### src/rtl/debouncer_multi_if.sv
// +----------------------------------------------------------------------+
// | debouncer_multi_if : control/status bundle for debouncer_multi        |
// | Revision: 1.0                                                        |
// +----------------------------------------------------------------------+
`default_nettype none

interface debouncer_multi_if #(
  parameter int NUM_CH = 4
);
  logic              en;
  logic [NUM_CH-1:0] noisy_in;
  logic [NUM_CH-1:0] debouncer_out;
  logic [NUM_CH-1:0] rise_pulse;
  logic [NUM_CH-1:0] fall_pulse;
  logic [NUM_CH-1:0] busy;

  modport master (
    output en, noisy_in,
    input  debouncer_out, rise_pulse, fall_pulse, busy
  );

  modport slave (
    input  en, noisy_in,
    output debouncer_out, rise_pulse, fall_pulse, busy
  );
endinterface

`default_nettype wire

### src/rtl/debouncer_multi.sv
// +----------------------------------------------------------------------+
// | debouncer_multi : per-channel synchroniser + stability-count FSM      |
// | Revision: 1.0                                                        |
// +----------------------------------------------------------------------+
`default_nettype none

module debouncer_multi #(
  parameter int NUM_CH      = 4,
  parameter int NUM_STAGES  = 2,
  parameter int COUNT_FINAL = 99
) (
  input  wire logic             clk,
  input  wire logic             rst,
  debouncer_multi_if.slave      bus
);

  localparam int                 c_cnt_w     = $clog2(COUNT_FINAL + 1);
  localparam logic [c_cnt_w-1:0] c_cnt_final = c_cnt_w'(COUNT_FINAL);
  localparam logic [c_cnt_w-1:0] c_cnt_one   = c_cnt_w'(1);

  typedef enum logic [1:0] {
    ST_STABLE_LOW  = 2'd0,
    ST_WAIT_HIGH   = 2'd1,
    ST_STABLE_HIGH = 2'd2,
    ST_WAIT_LOW    = 2'd3
  } state_t;

  logic [NUM_CH-1:0] w_out;
  logic [NUM_CH-1:0] w_rise;
  logic [NUM_CH-1:0] w_fall;
  logic [NUM_CH-1:0] w_busy;

  generate
    for (genvar g = 0; g < NUM_CH; g++) begin : g_ch
      logic [NUM_STAGES-1:0] r_sync;
      logic                  w_s;
      state_t                r_state;
      state_t                w_state_nxt;
      logic [c_cnt_w-1:0]    r_cnt;
      logic [c_cnt_w-1:0]    w_cnt_nxt;
      logic                  r_out;
      logic                  w_out_nxt;
      logic                  r_rise;
      logic                  w_rise_nxt;
      logic                  r_fall;
      logic                  w_fall_nxt;
      logic                  r_busy;

      // Synchroniser keeps shifting regardless of en.
      always_ff @(posedge clk or posedge rst) begin
        if (rst) begin
          r_sync <= '0;
        end else begin
          r_sync <= {r_sync[NUM_STAGES-2:0], bus.noisy_in[g]};
        end
      end

      assign w_s = r_sync[NUM_STAGES-1];

      always_comb begin
        w_state_nxt = r_state;
        w_cnt_nxt   = r_cnt;
        w_out_nxt   = r_out;
        w_rise_nxt  = 1'b0;
        w_fall_nxt  = 1'b0;
        if (bus.en) begin
          case (r_state)
            ST_STABLE_LOW: begin
              if (w_s) begin
                w_state_nxt = ST_WAIT_HIGH;
                w_cnt_nxt   = '0;
              end
            end
            // A revert on the terminal-count edge wins over the transition.
            ST_WAIT_HIGH: begin
              if (!w_s) begin
                w_state_nxt = ST_STABLE_LOW;
                w_cnt_nxt   = '0;
              end else if (r_cnt == c_cnt_final) begin
                w_state_nxt = ST_STABLE_HIGH;
                w_out_nxt   = 1'b1;
                w_rise_nxt  = 1'b1;
              end else begin
                w_cnt_nxt = r_cnt + c_cnt_one;
              end
            end
            ST_STABLE_HIGH: begin
              if (!w_s) begin
                w_state_nxt = ST_WAIT_LOW;
                w_cnt_nxt   = '0;
              end
            end
            ST_WAIT_LOW: begin
              if (w_s) begin
                w_state_nxt = ST_STABLE_HIGH;
                w_cnt_nxt   = '0;
              end else if (r_cnt == c_cnt_final) begin
                w_state_nxt = ST_STABLE_LOW;
                w_out_nxt   = 1'b0;
                w_fall_nxt  = 1'b1;
              end else begin
                w_cnt_nxt = r_cnt + c_cnt_one;
              end
            end
            default: begin
              w_state_nxt = ST_STABLE_LOW;
              w_cnt_nxt   = '0;
            end
          endcase
        end
      end

      always_ff @(posedge clk or posedge rst) begin
        if (rst) begin
          r_state <= ST_STABLE_LOW;
          r_cnt   <= '0;
          r_out   <= 1'b0;
          r_rise  <= 1'b0;
          r_fall  <= 1'b0;
          r_busy  <= 1'b0;
        end else begin
          r_state <= w_state_nxt;
          r_cnt   <= w_cnt_nxt;
          r_out   <= w_out_nxt;
          r_rise  <= w_rise_nxt;
          r_fall  <= w_fall_nxt;
          r_busy  <= (w_state_nxt == ST_WAIT_HIGH) || (w_state_nxt == ST_WAIT_LOW);
        end
      end

      assign w_out[g]  = r_out;
      assign w_rise[g] = r_rise;
      assign w_fall[g] = r_fall;
      assign w_busy[g] = r_busy;
    end
  endgenerate

  assign bus.debouncer_out = w_out;
  assign bus.rise_pulse    = w_rise;
  assign bus.fall_pulse    = w_fall;
  assign bus.busy          = w_busy;

endmodule

`default_nettype wire

### src/flat_wrapper.sv
// flat-port wrapper written by rule: the top's interface ports become plain ports
module debouncer_multi_flat 
#(
  parameter int NUM_CH      = 4,
  parameter int NUM_STAGES  = 2,
  parameter int COUNT_FINAL = 99
)
  (clk, rst, bus_en, bus_noisy_in, bus_debouncer_out, bus_rise_pulse, bus_fall_pulse, bus_busy);
  debouncer_multi_if #(.NUM_CH(NUM_CH)) bus_i ();
  input  wire logic clk;
  input  wire logic rst;
  input wire logic [$bits(bus_i.en)-1:0] bus_en;
  input wire logic [$bits(bus_i.noisy_in)-1:0] bus_noisy_in;
  output wire logic [$bits(bus_i.debouncer_out)-1:0] bus_debouncer_out;
  output wire logic [$bits(bus_i.rise_pulse)-1:0] bus_rise_pulse;
  output wire logic [$bits(bus_i.fall_pulse)-1:0] bus_fall_pulse;
  output wire logic [$bits(bus_i.busy)-1:0] bus_busy;
  assign bus_i.en = bus_en;
  assign bus_i.noisy_in = bus_noisy_in;
  assign bus_debouncer_out = bus_i.debouncer_out;
  assign bus_rise_pulse = bus_i.rise_pulse;
  assign bus_fall_pulse = bus_i.fall_pulse;
  assign bus_busy = bus_i.busy;
  debouncer_multi #(.NUM_CH(NUM_CH), .NUM_STAGES(NUM_STAGES), .COUNT_FINAL(COUNT_FINAL)) u_core (.clk(clk), .rst(rst), .bus(bus_i));
endmodule
### config.mk
export PLATFORM = sky130hd
export DESIGN_NAME = debouncer_multi_flat
export DESIGN_NICKNAME = d
export VERILOG_FILES = /design/src/rtl/debouncer_multi_if.sv /design/src/rtl/debouncer_multi.sv /design/src/flat_wrapper.sv
export SDC_FILE = /design/constraint.sdc
export NUM_CORES = 1
export LEC_CHECK = 0
export ABC_AREA = 1
export CAP_MARGIN = 25
export CORE_MARGIN = 5
export CORE_UTILIZATION = 50
export CTS_CLUSTER_SIZE = 12
export DETAILED_ROUTE_END_ITERATION = 10
export PLACE_DENSITY = 0.79
export SYNTH_ARGS = -nofsm -noshare
export SYNTH_HDL_FRONTEND = slang
export SYNTH_SLANG_ARGS = --single-unit
export TNS_END_PERCENT = 100
### constraint.sdc
create_clock -name clk -period 5.5 [get_ports clk]
set_clock_uncertainty 0.1 [all_clocks]
set_input_delay 0.55 -clock clk [delete_from_list [all_inputs] [get_ports clk]]
set_output_delay 0.55 -clock clk [all_outputs]
set_load 0.02 [all_outputs]
---- Word level (Yosys, flattened, before mapping) ----
Cells that the tools add are included.
storage, ports and cells
  bits in registers ....................... 60
  bits of input ports ..................... 7
  output and inout port bits .............. 16
  word-level logic and storage cells ...... 204
cells by class
  add/subtract/negate cells ............... 4
  eq/ne operators ......................... 48
  mux-type cells .......................... 104
  reductions and logical operators ........ 20
operators by type and width
  operator                                                         count
  7-bit two-way mux                                                20
  7-bit one-hot mux with 4 select lines                            4
  2-bit two-way mux                                                28
  1-bit two-way mux                                                44
  2-bit by 1-bit != test with 1-bit output, second input constant  16
  2-bit one-hot mux with 4 select lines                            4
  7-bit by 1-bit adder with 7-bit output, second input constant    4
  7-bit == test, second input constant                             4
  2-bit == test, second input constant                             12
  6-bit AND reduction                                              4
  2-bit by 1-bit == test with 1-bit output, second input constant  8
  2-bit != test, second input constant                             8
  3-bit AND reduction                                              4
  2-bit logical NOT                                                4
  1-bit one-hot mux with 2 select lines                            4
  2-bit nonzero test                                               4
  1-bit logical OR                                                 4

---- Depth between registers and ports, before layout ----
Gate-level depths: netlist (run 1).
  word-level depth ........................ 7
  depth in mapped cells ................... 9
  mapped depth without buffers ............ 9

---- Worst setup path before layout (run 1) ----
OpenSTA, ideal clock, no wires.
  kind .................................... reg-to-reg
  start ................................... register u_core.g_ch[3].r_cnt[0]
  end ..................................... register u_core.g_ch[3].r_cnt[3]
  setup time .............................. 117 ps
  arrival time ............................ 1,182 ps
  data required time ...................... 5,283 ps
  slack ................................... 4,102 ps
  cell stages (with the launch flop) ...... 9
  path buffers ............................ 0
  clock period less this slack ............ 1,398 ps
  cell sequence ........................... dfrtp_1 ha_1 nand2_1 nor2_1 nand2_1 nand2_1 nor2_1 nand2_1 nand2_1
on the way
  cells in the longest elaborated chain, start to end .. 4
  elaborated cells on any way between the ends .. 6
  classes of those cells .................. 1 x add/sub; 1 x eq/ne; 4 x mux
ends and longest elaborated chain
  element                                                                         line                                          RTL
  start: declaration                                                              debouncer_multi.sv:39                         logic [c_cnt_w-1:0] r_cnt;
  start signal: assignment                                                        debouncer_multi.sv:123                        r_cnt <= w_cnt_nxt;
  7-bit by 1-bit adder with 7-bit output / 7-bit == test (equally long branches)  --
  7-bit two-way mux (*)                                                           debouncer_multi.sv:79, debouncer_multi.sv:97
  7-bit two-way mux, on equally long branches                                     debouncer_multi.sv:94, debouncer_multi.sv:76
  7-bit one-hot mux with 4 select lines (*)                                       debouncer_multi.sv:67                         case (r_state)
Mark *: on every way between the ends. The rest lies on a longest branch, timed or not.
A chain may end at the register's enable or synchronous reset.

---- Worst setup path in the final report (run 1) ----
  start ................................... input port bus_en
  end ..................................... register u_core.g_ch[1].r_out
on the way
  cells in the longest elaborated chain, start to end .. 1
ends and longest elaborated chain
  element                               line                    RTL
  start: declaration                    flat_wrapper.sv:12      input wire logic [$bits(bus_i.en)-1:0] bus_en;
  6-bit AND reduction (no source line)  --
  end signal: assignment                debouncer_multi.sv:124  r_out <= w_out_nxt;
  end: declaration                      debouncer_multi.sv:41   logic r_out;
Every way passes these cells.

==> qor.yml, run 1 <==
outcome: "finished, final reports clean"
clkLatencyLatePin_ns: 0.34
track_usage_pct: 17.05
worst_pin_slew_ns: 1.018
initial_core_util_pct: 50.54
min_period_ns: 2.263
max_clock_freq_ghz: 0.4419
syn_inst: 398
first_pass_iters: 4
drt_iter0_drc: 63
hold_viol: 0
io_buffers: 22
rr_endpoint: "u_core.g_ch[2].r_out"
syn_area_per_cell_um2: 7.925
hold_start: "u_core.g_ch[1].r_sync[0]"
max_stage_delay_ns: 1.14
fillCellCount: 592
core_area_um2: 6241
slew_viol_final: 0
endpoint_kind: "flip-flop"
io_pins: 23
post-route-period-util_pct: 41.14
r2r_cells: 6
synth.area.top_cells: "dfrtp_1 (47%), nand2_1 (12%), inv_1 (6.3%)"
antenna_found_initial: 0
crit_chain: "clkdlybuf4s50_1 -> nand2_1 -> or2_4 -> nor2_4 -> nor2_1"
wl_per_cell_um: 11.41
p_per_area_nw_per_um2: 280.5
num_rows: 29
clockBufferDepth: 2
crit_type: "in2reg"
crit_arrival_ns: 2.39
synth-simple-area-share_pct: 33.04
synth-xor-area-share_pct: 0.8330
grt_max_degree: 60
htree_levels: 3
p_total_mw: 0.9869
tns_ns: 0
fin_nets: 424
min_path_cells: 0
synth_area_um2: 3154
synth_compound_area_share_pct: 6.307
stdcell_count: 494
synth.top_cell.area_share_pct: 46.81
grt_pass1_vias: 2483
gp_congestion: 0.9018
root_buffer: "clkbuf_8"
synthToLayoutAreaGrowth_pct: 11.54
setup.worst_path.start_class: "primary input"
clock-sinks: 59
dp_hpwl_mm: 4.098
multiInputGateArea_um2: 1318
cp.required_ns: 5.63
synth_top_family_by_area: "simple AND/OR/NAND/NOR gates"
hold_class: "reg2reg"
route.vias.total: 2499
wl_met3_um: 295
setup_violations: 0
cp_max_fo: 22
synth_cell_type_count: 29
timing.rr.start: "u_core.g_ch[2].r_cnt[0]"
die_height_um: 89.43
clkTransAtPathRegs_ns: 0.06
die_area_um2: 7997
drc_errors: 0
antennaDiodeCount: 0
drive_above_1_share_pct: 9.592
placed_cells: 479
grt_overflow: 0
antenna_left: 0
ctsHoldBuffers: 0
yosys.area.top_type: "dfrtp_1"
r2r_slack_ns: 3.90
slew_headroom_pct: 31.95
cts_setup_buffers: 0
synth.yosys.seq_area_share_pct: 46.81
cpMaxStageDelayCell: "clkdlybuf4s50_1"
leakagePower_nw: 1.729
drv_cap: 0
rsz0062_at_grt: "false"
irDropWorstVdd_uv: 167.6
cts_tree: "yes"
synth-seq-cells: 59
grt_pass1_wl_mm: 10.52
wl_met1_mm: 2.505
dieWidth_um: 89.43
synth_nets: 409
final-seq-area_um2: 1476
holdPathEnd: "u_core.g_ch[1].r_sync[1]"
yosys_warnings: 0
vias_per_cell: 5.059
route.met2.wl_mm: 2.702
wirelength_mm: 5.638
maxUsedRoutingLayer: "met4"
synth_mux_area_share_pct: 0
ctsResizeCount: 0
numCtsBuffers: 9
synthAdderAreaFrac_pct: 1.587
-- cells in the mapped netlist (all sizes together) --
cell type,number
a21boi,1
a21oi,6
buf,19
dfrtp,59
ha,4
inv,55
nand2,108
nand3,41
nand3b,2
nand4,11
nor2,57
nor3,2
o21ai,25
o21bai,3
o22ai,1
or2,1
xor2,3
-- cells by family after synthesis --
logic type | after synthesis
compound gates | 36
xor+xnor | 3
fa+ha+maj | 4
buf+inv | 74
flops | 59
simple gates | 222
-- worst max-delay path, delay by kind of cell --
family	cells	cell delay, ns
buf+inv	1	1.14
simple gates	4	0.70
-- sequential cells by signal, summed over array words and instances (netlist names), named ones only --
signal	flops
u_core.g_ch.r_busy	3
u_core.g_ch.r_cnt	28
u_core.g_ch.r_fall	4
u_core.g_ch.r_out	4
u_core.g_ch.r_rise	4
u_core.g_ch.r_state	6
u_core.g_ch.r_sync	8
-- cells in the final DEF (no fill, tap or decap), types with 4 or more instances in the layout --
cell             count
nand3_1             35
o21ai_0             22
nand2_1            103
inv_1               52
a21oi_1              6
ha_1                 4
nand4_1             11
clkbuf_8            11
nor2_1              50
nor2_2               4
clkdlybuf4s50_1     22
dfrtp_1             59
nand2_2              5
-- final cells by class --
type,count,area share (%)
inverter,55,5.868
timing repair buffer,23,6.472
clock inverter,2,0.9957
multi-input combinational,265,37.45
clock buffer,13,4.516
tap,77,2.738
sequential,59,41.96
-- worst max path at each step --
stage / from / endpoint / slack, ns / cells past startpoint
after floorplan: rst / asynchronous set/reset pin / 3.39 / 1
after global placement: bus_en / u_core.g_ch[1].r_out / 2.97 / 5
after global routing: bus_en / flip-flop / 3.17 / 5
after detailed placement: bus_en / u_core.g_ch[1].r_out / 2.94 / 5
after CTS: bus_en / u_core.g_ch[1].r_out / 3.25 / 5
final: bus_en / u_core.g_ch[1].r_out / 3.24 / 5
-- metal layers --
| metal | track usage (%) | up-vias |
|---|---|---|
| met3 | 4.608 | 14 |
| met4 | 7.984 | 0 |
| met2 | 28.06 | 56 |
| met1 | 20.78 | 1153 |
| li1 | - | 1276 |
| met5 | 0 | - |
-- power breakdown --
group          switching [mW]  total, mW  leakage [nW]  internal [mW]
sequential             0.0242      0.481         0.763          0.457
clock                   0.162      0.393        0.0995          0.231
combinational          0.0706      0.113         0.866         0.0420
total                   0.257      0.987          1.73          0.730
-- through the flow --
stage                     util [%]  worst slack (ns)  instance area [um2]  hold slack (ns)
after floorplan                  -             3.394                 3154           0.2312
after global placement       53.27             2.973                 3324           0.2338
after detailed placement     53.27             2.935                 3324           0.2379
after CTS                    56.38             3.251                 3518           0.2507
after global routing         56.38             3.166                 3518           0.2575
final                        56.38             3.237                 3518           0.2492
Power figures use the tool's default switching activity.
==> run 2: changes to the inputs <==
--- a/config.mk
+++ b/config.mk
@@ -11,7 +11,7 @@
 export CORE_UTILIZATION = 50
 export CTS_CLUSTER_SIZE = 12
 export DETAILED_ROUTE_END_ITERATION = 10
-export PLACE_DENSITY = 0.79
+export PLACE_DENSITY = 0.81
 export SYNTH_ARGS = -nofsm -noshare
 export SYNTH_HDL_FRONTEND = slang
 export SYNTH_SLANG_ARGS = --single-unit
==> constraint.sdc (replaced) <==
create_clock -name clk -period 1.89 [get_ports clk]
set_clock_uncertainty 0.1 [all_clocks]
set_input_delay 0.189 -clock clk [delete_from_list [all_inputs] [get_ports clk]]
set_output_delay 0.189 -clock clk [all_outputs]
set_load 0.02 [all_outputs]
==> qor.yml, run 2 (same netlist as run 1, synthesis figures left out) <==
top_register: "u_core.g_ch.r_cnt"  # unchanged
r2r_cells: 8  # was 6
htree_levels: 3  # unchanged
num_rows: 29  # unchanged
root_buffer: "clkbuf_8"  # unchanged
post-route-util_pct: 57.20  # was 56.38%
setup_violations: 0  # unchanged
grt_overflow: 0  # unchanged
vias_per_cell: 5.008  # was 5.059
crit_type: "reg2reg"  # was in2reg
fin_nets: 425  # was 424
p_total_mw: 2.961  # was 0.9869 mW
irDropWorstVdd_uv: 492.1  # was 167.6 uV
cts_setup_buffers: 0  # unchanged
wl_per_cell_um: 11.44  # was 11.41 um
cp_max_fo: 5  # was 22
biggestRegsByFlops: "u_core.g_ch.r_cnt x28, u_core.g_ch.r_sync x8, u_core.g_ch.r_state x6"  # unchanged
numCtsBuffers: 9  # unchanged
hold_class: "in2async"  # was reg2reg
grt_max_degree: 60  # unchanged
cts_tree: "yes"  # unchanged
clockBufferDepth: 2  # unchanged
outcome: "finished, final reports clean"  # unchanged
leakagePower_nw: 1.752  # was 1.729 nW
drt_iter0_drc: 134  # was 63
antenna_left: 0  # unchanged
largest_register_ffs: 28  # unchanged
min_period_ns: 1.675
p_per_area_nw_per_um2: 829.4  # was 280.5 nW/um2
die_height_um: 89.43  # unchanged
grt-busiest-layer: "met2"  # unchanged
stdcell_count: 495  # was 494
drv_cap: 0  # unchanged
drc_errors: 0  # unchanged
wirelength_mm: 5.663  # was 5.638 mm
dp_hpwl_mm: 4.022  # was 4.098 mm
core_area_um2: 6241  # unchanged
io_pins: 23  # unchanged
clock-sinks: 59  # unchanged
first_pass_iters: 4  # unchanged
grt_use_met1_pct: 20.08  # was 20.78%
gp_congestion: 0.8529  # was 0.9018
cp.required_ns: 2.02  # was 5.63 ns
max_clock_freq_ghz: 0.5971
mostFrequentLayoutCell: "nand2_1"  # unchanged
place_area_um2: 3357  # was 3324 um2
crit_arrival_ns: 1.80  # was 2.39 ns
clkLatencyLatePin_ns: 0.34  # about the same
die_area_um2: 7997  # unchanged
worst_pin_slew_ns: 0.3732  # was 1.018 ns
setup.worst_path.start_class: "flip-flop"  # was primary input
clkTransAtPathRegs_ns: 0.07  # was 0.06 ns
endpoint_kind: "flip-flop"  # unchanged
dpl_worst_slack_ns: 0.2682  # was 2.935 ns
initial_core_util_pct: 50.54  # unchanged
synthToLayoutAreaGrowth_pct: 13.17  # was 11.54%
grt_pass1_wl_mm: 10.26  # was 10.52 mm
rr_endpoint: "u_core.g_ch[3].r_cnt[3]"  # was u_core.g_ch[2].r_out
ctsHoldBuffers: 0  # unchanged
grt_use_met2_pct: 26.79  # was 28.06%
route.vias.total: 2479  # was 2,499
rsz0062_at_grt: "false"  # unchanged
final_area_um2: 3570  # was 3518 um2
post-route-period-util_pct: 88.61
timing.rr.start: "u_core.g_ch[3].r_cnt[0]"  # was u_core.g_ch[2].r_cnt[0]
timing.hold.ws_ns: 0.1161  # was 0.2492 ns
io_buffers: 22  # unchanged
ctsResizeCount: 0  # unchanged
layout_common_cells: "nand2_1 (103), dfrtp_1 (59), inv_1 (52)"  # unchanged
worst_slack_ns: 0.2152  # was 3.237 ns
crit_start: "u_core.g_ch[3].r_cnt[0]"  # was bus_en
r2r_slack_ns: 0.22  # was 3.90 ns
use_met3_pct: 5.253  # was 4.608%
dieWidth_um: 89.43  # unchanged
placed_cells: 480  # was 479
grt_pass1_vias: 2439  # was 2,483
track_usage_pct: 16.56  # was 17.05%
fillCellCount: 571  # was 592
drive_above_1_share_pct: 10.05  # was 9.592%
antennaDiodeCount: 0  # unchanged
slew_viol_final: 0  # unchanged
antenna_found_initial: 0  # unchanged
tns_ns: 0  # unchanged
slew_headroom_pct: 75.12  # was 31.95%
hold_viol: 0  # unchanged
==> run 2: cell types whose count changed in the layout (fill, tap and decap cells not counted) <==
| cell | change |
|---|---|
| buf_4 | -1 |
| clkbuf_1 | -1 |
| buf_12 | +2 |
| clkbuf_8 | +2 |
| clkinv_2 | -1 |
==> run 2: report_power, final <==
| group | internal (mW) | switching, mW | total, mW |
|---|---|---|---|
| clock | 0.747 | 0.476 | 1.22 |
| sequential | 1.33 | 0.0716 | 1.40 |
| combinational | 0.130 | 0.207 | 0.337 |
==> run 2: critical path, stage by stage (launching register included) <==
cell and delay (ns):
dfrtp_1 0.41, ha_1 0.23, nand2_1 0.08, nor2_1 0.23
nand2_1 0.23, nand2_1 0.14, nor2_1 0.05, nand2_1 0.05
nand2_1 0.05
==> run 2: final cells by class <==
cell class                 count  area, um2  share of cell area (%)
sequential                    59       1476                   41.36
multi-input combinational    265       1318                   36.91
tap                           77      96.34                   2.699
clock buffer                  14      182.7                   5.117
clock inverter                 1      30.03                  0.8412
inverter                      55      206.4                   5.783
timing repair buffer          24      260.3                   7.291
==> run 2: how the worst max path moves through the flow <==
stage,cells past startpoint,slack (ns),end
global placement,6,0.28,u_core.g_ch[1].r_out
finish,8,0.22,u_core.g_ch[3].r_cnt[3]
floorplan,1,0.14,asynchronous set/reset pin
detailed placement,6,0.27,u_core.g_ch[1].r_out
global route,8,0.06,u_core.g_ch[3].r_cnt[3]
CTS,1,0.20,bus_busy[1]
==> run 2: metal layers <==
metal | routed length (um) | share of wire, % | vias to the layer above
met3 | 260 | 4.6 | 9
met2 | 2750 | 49 | 48
met5 | 0 | 0 | -
li1 | - | - | 1276
met4 | 97 | 1.7 | 0
met1 | 2555 | 45 | 1146
==> run 3: changes to the inputs <==
--- a/config.mk
+++ b/config.mk
@@ -9,9 +9,10 @@
 export CAP_MARGIN = 25
 export CORE_MARGIN = 5
 export CORE_UTILIZATION = 50
+export CTS_BUF_LIST = sky130_fd_sc_hd__clkbuf_8
 export CTS_CLUSTER_SIZE = 12
 export DETAILED_ROUTE_END_ITERATION = 10
-export PLACE_DENSITY = 0.81
+export PLACE_DENSITY = 0.79
 export SYNTH_ARGS = -nofsm -noshare
 export SYNTH_HDL_FRONTEND = slang
 export SYNTH_SLANG_ARGS = --single-unit
==> constraint.sdc (replaced) <==
create_clock -name clk -period 2.1 [get_ports clk]
set_clock_uncertainty 0.1 [all_clocks]
set_input_delay 0.21 -clock clk [delete_from_list [all_inputs] [get_ports clk]]
set_output_delay 0.21 -clock clk [all_outputs]
set_load 0.02 [all_outputs]
==> qor.yml, run 3 (same netlist as run 1, synthesis figures left out) <==
outcome: "finished, final reports clean"  # unchanged
core_area_um2: 6241  # unchanged
drv_cap: 0  # unchanged
p_comb_share_pct: 11.7  # was 11.4%
hold_class: "in2async"  # unchanged
p_per_area_nw_per_um2: 725.3  # was 829.4 nW/um2
cp.required_ns: 1.79  # was 2.02 ns
slew_headroom_pct: 76.66  # was 75.12%
tns_ns: 0  # unchanged
setup.worst_path.start_class: "flip-flop"  # unchanged
route.vias.total: 2514  # was 2,479
initial_core_util_pct: 50.54  # unchanged
critical-path-top-delay-family: "buffers and inverters"  # was simple AND/OR/NAND/NOR gates
cp_num_buf_inv: 1  # was 0
die_area_um2: 7997  # unchanged
clkTransAtPathRegs_ns: 0.07  # about the same
dp_hpwl_mm: 3.989  # was 4.022 mm
grt_overflow: 0  # unchanged
p_int_mw: 1.880  # was 2.206 mW
clockBufferDepth: 2  # unchanged
grt_max_degree: 60  # unchanged
ctsHoldBuffers: 0  # unchanged
max_clock_freq_ghz: 0.5866
wl_per_cell_um: 11.33  # was 11.44 um
wl_met1_mm: 2.496  # was 2.555 mm
cpMaxStageDelayCell: "clkdlybuf4s50_1"  # was dfrtp_1
worst_pin_slew_ns: 0.3501  # was 0.3732 ns
total_switching_power_mw: 0.6920  # was 0.7543 mW
post-route-period-util_pct: 81.17
io_buffers: 22  # unchanged
antenna_left: 0  # unchanged
cts_tree: "yes"  # unchanged
wl_met3_um: 240  # was 260 um
route.met2.wl_mm: 2.769  # was 2.750 mm
rsz0062_at_grt: "false"  # unchanged
crit_arrival_ns: 1.39  # was 1.80 ns
drt_iter0_drc: 143  # was 134
grt_pass1_wl_mm: 10.01  # was 10.26 mm
slew_viol_final: 0  # unchanged
track_usage_pct: 16.26  # was 16.56%
vias_per_cell: 5.058  # was 5.008
gp_congestion: 0.8555  # was 0.8529
crit_chain: "clkdlybuf4s50_1"  # was ha_1 -> nand2_1 -> nor2_1 -> nand2_1 -> nand2_1 -> nor2_1 -> nand2_1 -> nand2_1
mostFrequentLayoutCell: "nand2_1"  # unchanged
drc_errors: 0  # unchanged
antennaDiodeCount: 0  # unchanged
antenna_found_initial: 0  # unchanged
first_pass_iters: 4  # unchanged
dieWidth_um: 89.43  # unchanged
root_buffer: "clkbuf_8"  # unchanged
numCtsBuffers: 9  # unchanged
crit_type: "reg2out"  # was reg2reg
clock-sinks: 59  # unchanged
biggestRegsByFlops: "u_core.g_ch.r_cnt x28, u_core.g_ch.r_sync x8, u_core.g_ch.r_state x6"  # unchanged
num_rows: 29  # unchanged
wirelength_mm: 5.633  # was 5.663 mm
leakagePower_nw: 1.747  # was 1.752 nW
clkLatencyLatePin_ns: 0.34  # about the same
synthToLayoutAreaGrowth_pct: 12.42  # was 13.17%
fin_nets: 426  # was 425
maxUsedRoutingLayer: "met4"  # unchanged
min_period_ns: 1.705
endpoint_kind: "output port"  # was flip-flop
irDropWorstVdd_uv: 443.2  # was 492.1 uV
cts_setup_buffers: 0  # unchanged
power_frac_seq_pct: 49.0  # was 47.3%
cp_max_fo: 5  # unchanged
htree_levels: 3  # unchanged
ctsResizeCount: 0  # unchanged
largest_register_ffs: 28  # unchanged
drive_above_1_share_pct: 10.48  # was 10.05%
swShare_pct: 26.91  # was 25.48%
max_stage_delay_ns: 0.63  # was 0.41 ns
hold_viol: 0  # unchanged
setup_violations: 0  # unchanged
clkPwrFrac_pct: 39.3  # was 41.3%
layout_common_cells: "nand2_1 (103), dfrtp_1 (59), inv_1 (53)"  # was nand2_1 (103), dfrtp_1 (59), inv_1 (52)
io_pins: 23  # unchanged
p_total_mw: 2.572  # was 2.961 mW
grt_pass1_vias: 2382  # was 2,439
die_height_um: 89.43  # unchanged
top_register: "u_core.g_ch.r_cnt"  # unchanged
run 3: changes by cell type in the layout (fill, tap and decap cells not counted):
cell,change
buf_12,-1
buf_4,+2
clkbuf_1,-1
clkbuf_8,-3
clkinv_2,+3
clkinvlp_4,+1
inv_1,+1
run 3: path summary, 6_finish.rpt:
path / to / slack, ns / from / cells past startpoint
min: u_core.g_ch[0].r_sync[0] / 0.14 / rst / 3
min reg2reg: u_core.g_ch[2].r_sync[1] / 0.24 / u_core.g_ch[2].r_sync[0] / 0
min in group clk: u_core.g_ch[1].r_sync[0] / 0.21 / bus_noisy_in[1] / 1
max reg2reg: u_core.g_ch[3].r_cnt[4] / 0.47 / u_core.g_ch[3].r_cnt[0] / 8
max in group asynchronous: u_core.g_ch[2].r_cnt[4] / 1.50 / rst / 3
max: bus_busy[1] / 0.40 / flip-flop / 1
run 3: metal layers:
metal / up-vias / GRT usage, %
met4: 0 / 9.608
met3: 11 / 3.318
met2: 61 / 26.72
li1: 1280 / -
met5: - / 0
met1: 1162 / 19.67
run 3: metrics by stage:
step | hold WS [ns] | setup WS (ns) | util [%] | instances | cell area [um2]
finish | 0.1372 | 0.3954 | 56.82 | 497 | 3546
global route | 0.1901 | 0.3348 | 56.82 | 497 | 3546
global placement | 0.2321 | 0.4185 | 53.71 | 481 | 3352
detailed placement | 0.2396 | 0.4002 | 53.71 | 481 | 3352
floorplan | 0.1414 | 0.3337 | - | 398 | 3154
CTS | 0.1478 | 0.3765 | 56.82 | 497 | 3546
run 3: area by class of cell:
class	count	area, um2
Tap cell	77	96.34
Inverter	55	206.4
Clock inverter	6	56.30
Timing Repair Buffer	25	255.2
Multi-Input combinational cell	265	1318
Sequential cell	59	1476
Fill cell	566	2695
Clock buffer	10	137.6
run 3: power by group through the flow:
stage          Sequential, mW  Clock, mW  Combinational, mW
2_1_floorplan            1.26          0              0.243
3_3_place_gp             1.28          0              0.291
3_5_place_dp             1.28          0              0.302
4_1_cts                  1.26       1.03              0.305
5_1_grt                  1.27       1.10              0.349
6_report                 1.26       1.01              0.301
run 3: worst register-to-register path, cell delays in order, from the launching register on:
cell     delay (ns)
dfrtp_1        0.41
ha_1           0.25
nand2_1        0.07
nor2_1         0.19
nand2_1        0.21
nand2_1        0.14
nor2_1         0.05
nand2_1        0.06
nand2_1        0.05
